==> config.mk <==
export PLATFORM = sky130hd
export DESIGN_NAME = mem_arbiter
export DESIGN_NICKNAME = d
export VERILOG_FILES = /design/src/rtl/mem_arb_pkg.sv /design/src/rtl/arb_timeout_counter.sv /design/src/rtl/mem_arbiter.sv
export SDC_FILE = /design/constraint.sdc
export NUM_CORES = 1
export LEC_CHECK = 0
export ABC_AREA = 0
export BUFFER_PORTS_ARGS = -buffer_cell sky130_fd_sc_hd__buf_2
export CAP_MARGIN = 40
export CORE_UTILIZATION = 31
export CTS_BUF_LIST = sky130_fd_sc_hd__clkbuf_2
export DETAILED_ROUTE_END_ITERATION = 7
export SYNTH_ARGS = -nofsm -noshare
export SYNTH_HDL_FRONTEND = slang
export SYNTH_SLANG_ARGS = --single-unit
==> constraint.sdc <==
create_clock -name clk -period 1.9 [get_ports clk]
set_input_delay 0.285 -clock clk [delete_from_list [all_inputs] [get_ports clk]]
set_output_delay 0.285 -clock clk [all_outputs]
set_load 0.005 [all_outputs]
==> src/rtl/mem_arb_pkg.sv <==
// ============================================================================
// Module      : mem_arb_pkg
// Description : Shared types and default parameters for the memory arbiter.
// Revision    : 1.0 - initial release
// ============================================================================
`default_nettype none

package mem_arb_pkg;

    typedef enum logic [1:0] {
        IDLE    = 2'd0,
        WAIT    = 2'd1,
        RELEASE = 2'd2
    } arb_state_t;

    typedef enum logic {
        OWN_D = 1'b0,
        OWN_I = 1'b1
    } owner_t;

    localparam int STARVE_LIMIT_DEFAULT = 4;
    localparam int TIMEOUT_DEFAULT      = 255;

endpackage

`default_nettype wire

==> src/rtl/arb_timeout_counter.sv <==
// ============================================================================
// Module      : arb_timeout_counter
// Description : Counts WAIT cycles; expired flags the last allowed WAIT cycle.
// Revision    : 1.0 - initial release
// ============================================================================
`default_nettype none

module arb_timeout_counter #(
    parameter int TIMEOUT = 255
) (
    input  logic clk,
    input  logic reset,
    input  logic enable,
    input  logic clear,
    output logic expired
);

    localparam int CW = $clog2(TIMEOUT + 1);

    logic [CW-1:0] r_count;

    // r_count holds the number of WAIT cycles already completed
    assign expired = enable && (r_count == CW'(TIMEOUT - 1));

    always_ff @(posedge clk) begin
        if (!reset || clear) begin
            r_count <= '0;
        end else if (enable && !expired) begin
            r_count <= r_count + 1'b1;
        end
    end

endmodule

`default_nettype wire

==> src/rtl/mem_arbiter.sv <==
// ============================================================================
// Module      : mem_arbiter
// Description : Two-port (data/instruction) arbiter onto one memory port.
// Revision    : 1.0 - initial release
// ============================================================================
`default_nettype none

module mem_arbiter
    import mem_arb_pkg::*;
#(
    parameter int STARVE_LIMIT = STARVE_LIMIT_DEFAULT,
    parameter int TIMEOUT      = TIMEOUT_DEFAULT
) (
    input  logic        clk,
    input  logic        reset,
    input  logic        d_read,
    input  logic        d_write,
    input  logic [31:0] d_addr,
    input  logic [31:0] d_wdata,
    output logic [31:0] d_rdata,
    output logic        d_ready,
    input  logic        i_read,
    input  logic [31:0] i_addr,
    output logic [31:0] i_rdata,
    output logic        i_ready,
    output logic        mem_oe,
    output logic        mem_we,
    output logic [31:0] mem_addr,
    output logic [31:0] mem_wdata,
    input  logic [31:0] mem_rdata,
    input  logic        mem_ready,
    output logic        err
);

    localparam int SW = $clog2(STARVE_LIMIT + 1);

    arb_state_t    r_state;
    arb_state_t    w_state_next;
    owner_t        r_owner;
    logic          r_write;
    logic [31:0]   r_addr;
    logic [31:0]   r_wdata;
    logic [SW-1:0] r_starve;

    logic w_d_req;
    logic w_any_req;
    logic w_grant_i;
    logic w_in_wait;
    logic w_expired;
    logic w_finish;

    assign w_d_req   = d_read | d_write;
    assign w_any_req = w_d_req | i_read;
    // Instruction wins when data is idle or data has used up its starvation budget
    assign w_grant_i = i_read && (!w_d_req || (r_starve == SW'(STARVE_LIMIT)));
    assign w_in_wait = (r_state == WAIT);
    assign w_finish  = w_in_wait && (mem_ready || w_expired);

    arb_timeout_counter #(
        .TIMEOUT (TIMEOUT)
    ) u_timeout (
        .clk     (clk),
        .reset   (reset),
        .enable  (w_in_wait),
        .clear   (!w_in_wait),
        .expired (w_expired)
    );

    assign mem_oe    = w_in_wait && !r_write;
    assign mem_we    = w_in_wait && r_write;
    assign mem_addr  = w_in_wait ? r_addr  : '0;
    assign mem_wdata = w_in_wait ? r_wdata : '0;

    always_ff @(posedge clk) begin
        if (!reset) begin
            r_state <= IDLE;
        end else begin
            r_state <= w_state_next;
        end
    end

    always_comb begin
        w_state_next = r_state;
        case (r_state)
            IDLE:    if (w_any_req) w_state_next = WAIT;
            WAIT:    if (w_finish)  w_state_next = RELEASE;
            RELEASE: w_state_next = IDLE;
            default: w_state_next = IDLE;
        endcase
    end

    always_ff @(posedge clk) begin
        if (!reset) begin
            r_owner  <= OWN_D;
            r_write  <= 1'b0;
            r_addr   <= '0;
            r_wdata  <= '0;
            r_starve <= '0;
            d_rdata  <= '0;
            d_ready  <= 1'b0;
            i_rdata  <= '0;
            i_ready  <= 1'b0;
            err      <= 1'b0;
        end else begin
            d_ready <= 1'b0;
            i_ready <= 1'b0;
            if ((r_state == IDLE) && w_any_req) begin
                r_owner <= w_grant_i ? OWN_I : OWN_D;
                r_write <= !w_grant_i && d_write;
                r_addr  <= w_grant_i ? i_addr : d_addr;
                r_wdata <= w_grant_i ? '0 : d_wdata;
                if (w_grant_i || !i_read) begin
                    r_starve <= '0;
                end else if (r_starve != SW'(STARVE_LIMIT)) begin
                    r_starve <= r_starve + 1'b1;
                end
            end
            // A real completion takes precedence over a same-cycle timeout
            if (w_finish) begin
                if (r_owner == OWN_I) begin
                    i_ready <= 1'b1;
                    i_rdata <= mem_ready ? mem_rdata : '0;
                end else begin
                    d_ready <= 1'b1;
                    if (!mem_ready) begin
                        d_rdata <= '0;
                    end else if (!r_write) begin
                        d_rdata <= mem_rdata;
                    end
                end
                if (!mem_ready) begin
                    err <= 1'b1;
                end
            end
        end
    end

endmodule

`default_nettype wire
# Yosys cells after proc, flatten, opt, wreduce, memory -nomap -nowiden
# Cells that the tools add are included.
[classes] shift=0 addsub=2 div_mod_pow=0 n_reduce_logical=27 eq_ne=7 muxes=15 magnitude_cmp=0 n_bitwise=4 n_mul=0
[ops] cell="2-to-1 mux 32 bit" n=7
[ops] cell="AND reduction 2 bit" n=5
[ops] cell="adder 8 x 1 -> 8 bit, second input constant" n=1
[ops] cell="equality test 8 bit, second input constant" n=1
[ops] cell="logical AND 1 bit" n=8
[ops] cell="zero test 1 bit" n=7
[ops] cell="2-to-1 mux 3 bit" n=2
[ops] cell="inequality test 2 bit, second input constant" n=3
[ops] cell="logical OR 1 bit" n=4
[ops] cell="2-to-1 mux 2 bit" n=2
[ops] cell="case mux 2 bit (2 select lines)" n=1
[ops] cell="adder 3 x 1 -> 3 bit, second input constant" n=1
[ops] cell="equality test 3 bit, second input constant" n=1
[ops] cell="2-to-1 mux 1 bit" n=3
[ops] cell="inequality test 3 bit, second input constant" n=1
[ops] cell="AND reduction 3 bit" n=1
[ops] cell="equality test 2 x 1 -> 1 bit, second input constant" n=1
[ops] cell="zero test 2 bit" n=1
[ops] cell="NOT 1 bit" n=2
[ops] cell="OR 1 bit" n=2
[ops] cell="nonzero test 2 bit" n=1
[word_totals] elab_cells=67 mem_count=0 latchBits=0 input_bits=134 output_inout_bits=133 reg_bits=146 ramBits=0 rom_bits=0

# Depth between registers and ports, before layout
# Gate-level depths: netlist (run 1).
[logic_depth] ltp_word=7 depth_mapped=7 depth_no_buf=5

# Hierarchy
# A second synthesis (run 1) with hierarchy kept.
[hier_totals] hier_cells=778 hier_area_um2=6296.0
[modules_own_cells] mod="mem_arbiter" n_inst=1 area_each_um2=5863.1 cells_each=729 seq_area_each_um2=2762.6
[modules_own_cells] mod="arb_timeout_counter" n_inst=1 area_each_um2=432.9 cells_each=49 seq_area_each_um2=160.2

# Worst setup path before layout (run 1)
# Ideal clock, no wire load.
[synth_path] path_kind="reg2reg" from="register r_starve[0]" to="register r_addr[10]" setup_time_ns=0.122 path_buffers=2 period_less_slack_ns=1.616 arrival_time_ns=1.495 path_stages_with_launch=8 path_slack_ns=0.284 t_required_ns=1.778 cell_sequence="dfxtp_1 inv_1 ha_1 o2bb2ai_2 buf_2 clkbuf_1 and3_1 o311a_1"
[synth_between] elab_chain_cells=4
[synth_lines] item="start, declared" line_no="mem_arbiter.sv:43" rtl="logic [SW-1:0] r_starve;"
[synth_lines] item="start signal, assigned" line_no="mem_arbiter.sv:115" rtl="r_starve <= r_starve + 1'b1;"
[synth_lines] item="equality test 3 bit" line_no="mem_arbiter.sv:55" rtl="assign w_grant_i = i_read && (!w_d_req || (r_starve == SW'(STARVE_LIMIT)));"
[synth_lines] item="logical OR 1 bit" line_no="mem_arbiter.sv:55"
[synth_lines] item="logical AND 1 bit" line_no="mem_arbiter.sv:55"
[synth_lines] item="2-to-1 mux 32 bit" line_no="mem_arbiter.sv:110" rtl="r_addr <= w_grant_i ? i_addr : d_addr;"
[synth_lines] item="end signal, assigned" line_no="mem_arbiter.sv:110"
[synth_lines] item="end, declared" line_no="mem_arbiter.sv:41" rtl="logic [31:0] r_addr;"
# No other way between the ends.
# A chain may end at the register's enable or synchronous reset.

# Worst setup path in the final report (run 1)
[layout_path] from="register r_state[0]" to="output port mem_addr[2]"
[layout_between] elab_chain_cells=2
[layout_lines] item="start, declared" line_no="mem_arbiter.sv:37" rtl="arb_state_t r_state;"
[layout_lines] item="start signal, assigned" line_no="mem_arbiter.sv:78" rtl="r_state <= w_state_next;"
[layout_lines] item="equality test 2 x 1 -> 1 bit" line_no="mem_arbiter.sv:56" rtl="assign w_in_wait = (r_state == WAIT);"
[layout_lines] item="2-to-1 mux 32 bit" line_no="mem_arbiter.sv:71" rtl="assign mem_addr = w_in_wait ? r_addr : '0;"
[layout_lines] item="end, declared" line_no="mem_arbiter.sv:28" rtl="output logic [31:0] mem_addr,"
# No other way between the ends.

==> metrics.txt, run 1 <==
DR iter-0 viols=between 500 and 600; Post-synth EDFFs=0; TritonCTS clock tree=done; drt total wl=roughly 27,000 um; final worst setup slack=-0.209 ns; number of setup violations in the final report=66; layout cells sized above 1=31.3%; I/O pins=267; FILL cells=approximately 2.3k; period utilisation layout=111%; Die X=about 160 um; fmax=0.474 GHz; clock latency on the worst-skew pair=0.74 ns; CTS root buf=clkbuf_2; die area=around 24,000 um2; first-pass GRT wire length=41,700 um; Top delay family on crit path=buffers and inverters; prevailing post-synth register cell=dfxtp_1; leakage power=between 5 and 6 nW; Vias=8,050; CP Data Arrival Time=1.82 ns; total power=around 7.5 mW; initial antenna violation count=1; final max-slew violation count=0; Area Overhead vs Synth=48.9%; detailed-route DRC error count=0; Initial Util=between 30% and 40%; net count after synthesis=~950; largest cells by area after synthesis=dfxtp_1, nand3_1, and2_1, mux2i_1, o311a_1; area fraction of the dominant cell type after synthesis=around two fifths; Reg area=2930 um2; WP buf/inv=3; CTS sink cnt=about 150; Final Hold Vio Count=0; Longest Clk Path Bufs=2; FFs w/ async S/R, synth=0%; CP cell instances=nor2b_4 -> buf_12 -> buf_16 -> and2_1 -> buf_2; GRT Total Usage=21.6%; pin count of the biggest net entering global routing=67; worst vdd ir=between 0.0004 and 0.0005 V; core area=approximately 23,000 um2; PD cells=about 680 nW/um2; Syn. warnings=0; vias in the first global route=roughly 7.7k; number of H-tree levels=4; post-layout util=47.1%; Max FO, Critical Path=11; clk_skew=0.0516 ns; Least-Margin Pin Slew=0.506 ns; number of buffers added on ports=around 270; Setup WS pre-CTS=0.204 ns; Synth area leader=dfxtp_1; count of cell types in the netlist=46; row cnt=56; Detailed Place HPWL=15,900 um; Syn Inst Count=slightly above 800; critical path's largest stage delay=roughly 0.40 ns; hold_ws=0.279 ns; Cell Area, Synth=approximately 7400 um2; #FFs+latches synth=between 100 and 150; post-route ant nets=0; Slew headroom=66.3%; GRT overflow=0; TritonCTS Buffers=17; most numerous cell in the Yosys netlist=dfxtp_1; RSZ-0062 raised after global routing=yes; number of max-cap violations=0; area of the multi-input gates=4120 um2; CP Launch Type=flop; critical path capture point type=output pin; die height=approximately 160 um; worst hold path class=in2reg; Tmin final=roughly 2.1 ns; Routability Congestion=between 0.7 and 0.8; critical path's slowest cell=dfxtp_4; syn_area_per_cell=around 9 um2; Seq/Total Area, Yosys=about two fifths; nets=roughly 1.3k; TritonRoute pass-1 iters=7; Worst Setup Path Type=reg2out; failing checks=negative setup slack; DR WL/cell=roughly 18 um; via-per-instance ratio=between 5 and 6; CP Data Required Time=1.62 ns; status=finished with violations; Post-synth top cells=dfxtp_1, nand3_1, clkbuf_1, and2_1, a21oi_1; CTS clk-pin slew, worst paths=around 0.28 ns
## through the flow
stage / cell area (um2) / setup TNS (ns) / std cells
6_report: 11000 / -10.73 / 1500
5_1_grt: 11000 / -23.82 / 1500
4_1_cts: 10800 / -17.66 / 1497
3_5_place_dp: 9070 / 0 / 1326
3_3_place_gp: 9070 / 0 / 1326
2_1_floorplan: 7390 / 0 / 809
## worst register-to-register path: cells and delay by family, from the launching register on
family	cells	cell delay, ns
and+or+nand+nor	1	0.27
AOI/OAI and AO/OA	2	0.42
DFF	1	0.41
buffers and inverters	4	0.62
## power by group
part,internal [mW],leakage [nW],switching [mW]
clock,0.752,0.155,1.29
sequential,3.32,1.20,0.148
combinational,1.04,3.74,0.912
total,5.12,5.09,2.35
## registers in the layout, indices dropped and copies added, names as in the netlist
register           cells
r_wdata               32
u_timeout.r_count      8
d_ready                1
r_state                2
err                    1
r_write                1
i_rdata               32
r_starve               3
d_rdata               32
r_owner                1
i_ready                1
r_addr                32
## final cells by class
cell class	count	share of cell area [%]
antenna	1	0.0227
timing repair buffer	439	29.7
sequential	146	26.6
inverter	6	0.205
multi-input combinational	557	37.4
clock inverter	15	1.64
clock buffer	17	0.773
tap	319	3.62
## cell families after synthesis
kind of cell    share of synthesized area [%]
compound gates                           27.6
buf+inv                                  6.18
flops                                    39.5
fa+ha+maj                               0.677
mux                                      4.33
simple gates                             21.7
## worst paths after layout
check | end | slack, ns | start | depth (start not counted)
setup / recovery | mem_addr[2] | -0.21 | r_state[0] | 5
hold / removal | i_rdata[13] | 0.28 | mem_rdata[13] | 4
setup reg to reg | r_wdata[30] | 0.09 | r_state[1] | 7
hold reg to reg | err | 0.49 | err | 1
## routing by layer
metal,part of all wire [%],up-vias,global-route usage [%]
li1,-,3801,-
met1,43,3865,27.8
met2,48,347,35.4
met3,7.5,37,5.65
met4,1.6,0,6.40
met5,0,-,0
## what timing repair did
item                                    CTS  global route
pin swaps                                 2            15
hold buffers                            132             1
gates cloned                              2             1
endpoints found under the hold margin   133             3
setup buffers                             5             2
gates resized for setup                  20            41
endpoints found under the setup margin   66            82
## layout by cell type (no fill, tap or decap), types with 2 or more instances in the layout
master and n:
clkinv_1 2, o21ai_0 9, o2111ai_1 32, inv_1 6, o311ai_0 32, a21oi_1 40, and2_1 47, mux2i_1 32
buf_4 25, inv_6 5, nand2_1 4, and2_4 21, dfxtp_4 2, nand4_1 4, a211oi_1 2, clkbuf_2 17
o21a_1 2, nand3_1 97, and3b_1 33, o311a_1 32, buf_12 10, nor2_1 2, a31oi_1 3, nor3_1 5
buf_6 23, and3_1 36, ha_1 4, a21boi_0 31, clkinv_4 3, a22o_1 32, nand2b_1 2, buf_2 245
o21bai_1 32, dfxtp_1 144, a21boi_1 2, dlygate4sd3_1 133, bufinv_16 3
(Power assumes the default switching activity.)
==> inputs of run 2 (changes only) <==
--- a/config.mk
+++ b/config.mk
@@ -6,7 +6,7 @@
 export NUM_CORES = 1
 export LEC_CHECK = 0
 export ABC_AREA = 0
-export BUFFER_PORTS_ARGS = -buffer_cell sky130_fd_sc_hd__buf_2
+export BUFFER_PORTS_ARGS = -buffer_cell sky130_fd_sc_hd__buf_4
 export CAP_MARGIN = 40
 export CORE_UTILIZATION = 31
 export CTS_BUF_LIST = sky130_fd_sc_hd__clkbuf_2
==> run 2 against run 1 <==
Effect of this change: the flow still finishes with violations (negative setup slack); sequential power about the same; design area increased by 4.7%; register-to-register slack about the same; setup slack improved by 0.025 ns; flip-flop and latch count unchanged; routed wire length increased by 1.8%; global-route usage about the same; sequential share of layout area decreased by 1.2 points; non-clock buffer count increased by 2; power about the same; largest cell class unchanged; highest routed layer unchanged.
==> metrics.txt, run 2 (same netlist as run 1, synthesis figures left out) <==
drt total wl=approximately 27,000 um; Slew headroom=65.8%; WP buf/inv=3; failing checks=negative setup slack; TritonCTS clock tree=done; TritonRoute pass-1 iters=5; layout cells sized above 1=a little under a third; leakage power=5.17 nW; nets=approximately 1.3k; Least-Margin Pin Slew=around 0.51 ns; CTS root buf=clkbuf_2; die area=24,500 um2; critical path's slowest cell=dfxtp_4; DR WL/cell=18.2 um; period utilisation layout=110%; Worst Setup Path Type=reg2out; Longest Clk Path Bufs=2; RSZ-0062 raised after global routing=yes; Setup TNS=-10.39 ns; Final Hold Vio Count=0; critical path capture point type=output pin; number of setup violations in the final report=66; critical path's largest stage delay=a little over 0.4 ns; Tmin final=~2.1 ns; Vias=between 7k and 8k; pin count of the biggest net entering global routing=67; TritonCTS Buffers=17; Setup WS pre-CTS=between 0.15 and 0.2 ns; Top delay family on crit path=flip-flops; Initial Util=31.6%; CP Data Required Time=~1.6 ns; worst hold path class=in2reg; PD cells=roughly 650 nW/um2; CTS clk-pin slew, worst paths=between 0.2 and 0.25 ns; final max-slew violation count=0; CP Launch Type=flop; Max FO, Critical Path=13; Area Overhead vs Synth=55.9%; number of H-tree levels=4; leading cell type in the layout, fill and taps excluded=buf_4; worst vdd ir=0.000404 V; Routability Congestion=around 0.75; status=finished with violations; most frequent cells in the layout=buf_4, dfxtp_1, dlygate4sd3_1; number of max-cap violations=0; crit-path most repeated cell=buf_12; GRT Total Usage=approximately 22%; final worst setup slack=-0.183 ns; core area=between 20,000 and 25,000 um2; first-pass GRT wire length=41,800 um; fmax=between 0.4 and 0.5 GHz; CP cell instances=nor2b_4 -> buf_12 -> buf_12 -> and2_1 -> buf_4; clock latency on the worst-skew pair=between 0.7 and 0.8 ns; detailed-route DRC error count=0; I/O pins=between 200 and 300; FILL cells=around 2.2k; initial antenna violation count=1; die height=~160 um; vias in the first global route=about 7.8k; clk_skew=~0.047 ns; number of buffers added on ports=about 270; DR iter-0 viols=~390; CP Data Arrival Time=between 1.5 and 2 ns; post-route ant nets=0; row cnt=56; Die X=about 160 um; via-per-instance ratio=roughly 5.3; GRT overflow=0; CTS sink cnt=approximately 150; Detailed Place HPWL=16,900 um
run 2: stage by stage:
stage                     hold WS, ns  area [um2]  cells  utilization [%]  power (mW)
final                          0.0467       11500   1502             49.3        7.46
after global routing           0.0135       11500   1502             49.3        7.86
after CTS                     0.00126       11400   1498             48.9        7.49
after detailed placement        0.447        9750   1330             41.7        5.27
after global placement          0.448        9750   1330             41.7        5.25
after floorplan                 0.418        7390    809                -        4.44
run 2: tightest hold or removal path: stages:
cell and delay [ns]:
buf_4 0.09, a21boi_0 0.17, o311a_1 0.18
run 2: final timing paths:
| path | slack [ns] | cells after the start | from | endpoint |
|---|---|---|---|---|
| min | 0.05 | 3 | d_addr[6] | r_addr[6] |
| max | -0.18 | 5 | r_state[1] | mem_addr[5] |
| min reg2reg | 0.49 | 1 | r_wdata[23] | r_wdata[23] |
| max reg2reg | 0.09 | 7 | r_state[1] | r_wdata[18] |
run 2: layer usage:
layer,global-route usage (%),share of wire (%),up-vias
met2,37.1,48,280
met3,6.09,7.0,24
met4,5.70,1.5,0
li1,-,-,3808
met1,26.5,43,3796
met5,0,0,-
run 2: repair_timing:
item	in CTS	in global routing
resized for setup	18	22
setup buffers	4	4
setup endpoints to repair	66	66
hold buffers	130	0
pin swaps	0	5
endpoints found under the hold margin	124	0
gates cloned	2	1
run 2: layout make-up:
type	count	area (um2)	area share, %
diodes	1	2.50	0.0217
clock buffers	17	85.1	0.738
clock inverters	15	155	1.35
inverters	6	22.5	0.195
multi-input cells	557	4090	35.5
flip-flops and latches	146	2930	25.4
well taps	319	399	3.46
repair buffers	441	3840	33.3
run 2: power breakdown:
group          internal, mW  switching (mW)
Sequential             3.32           0.151
Combinational          1.18           0.931
Clock                 0.619            1.26
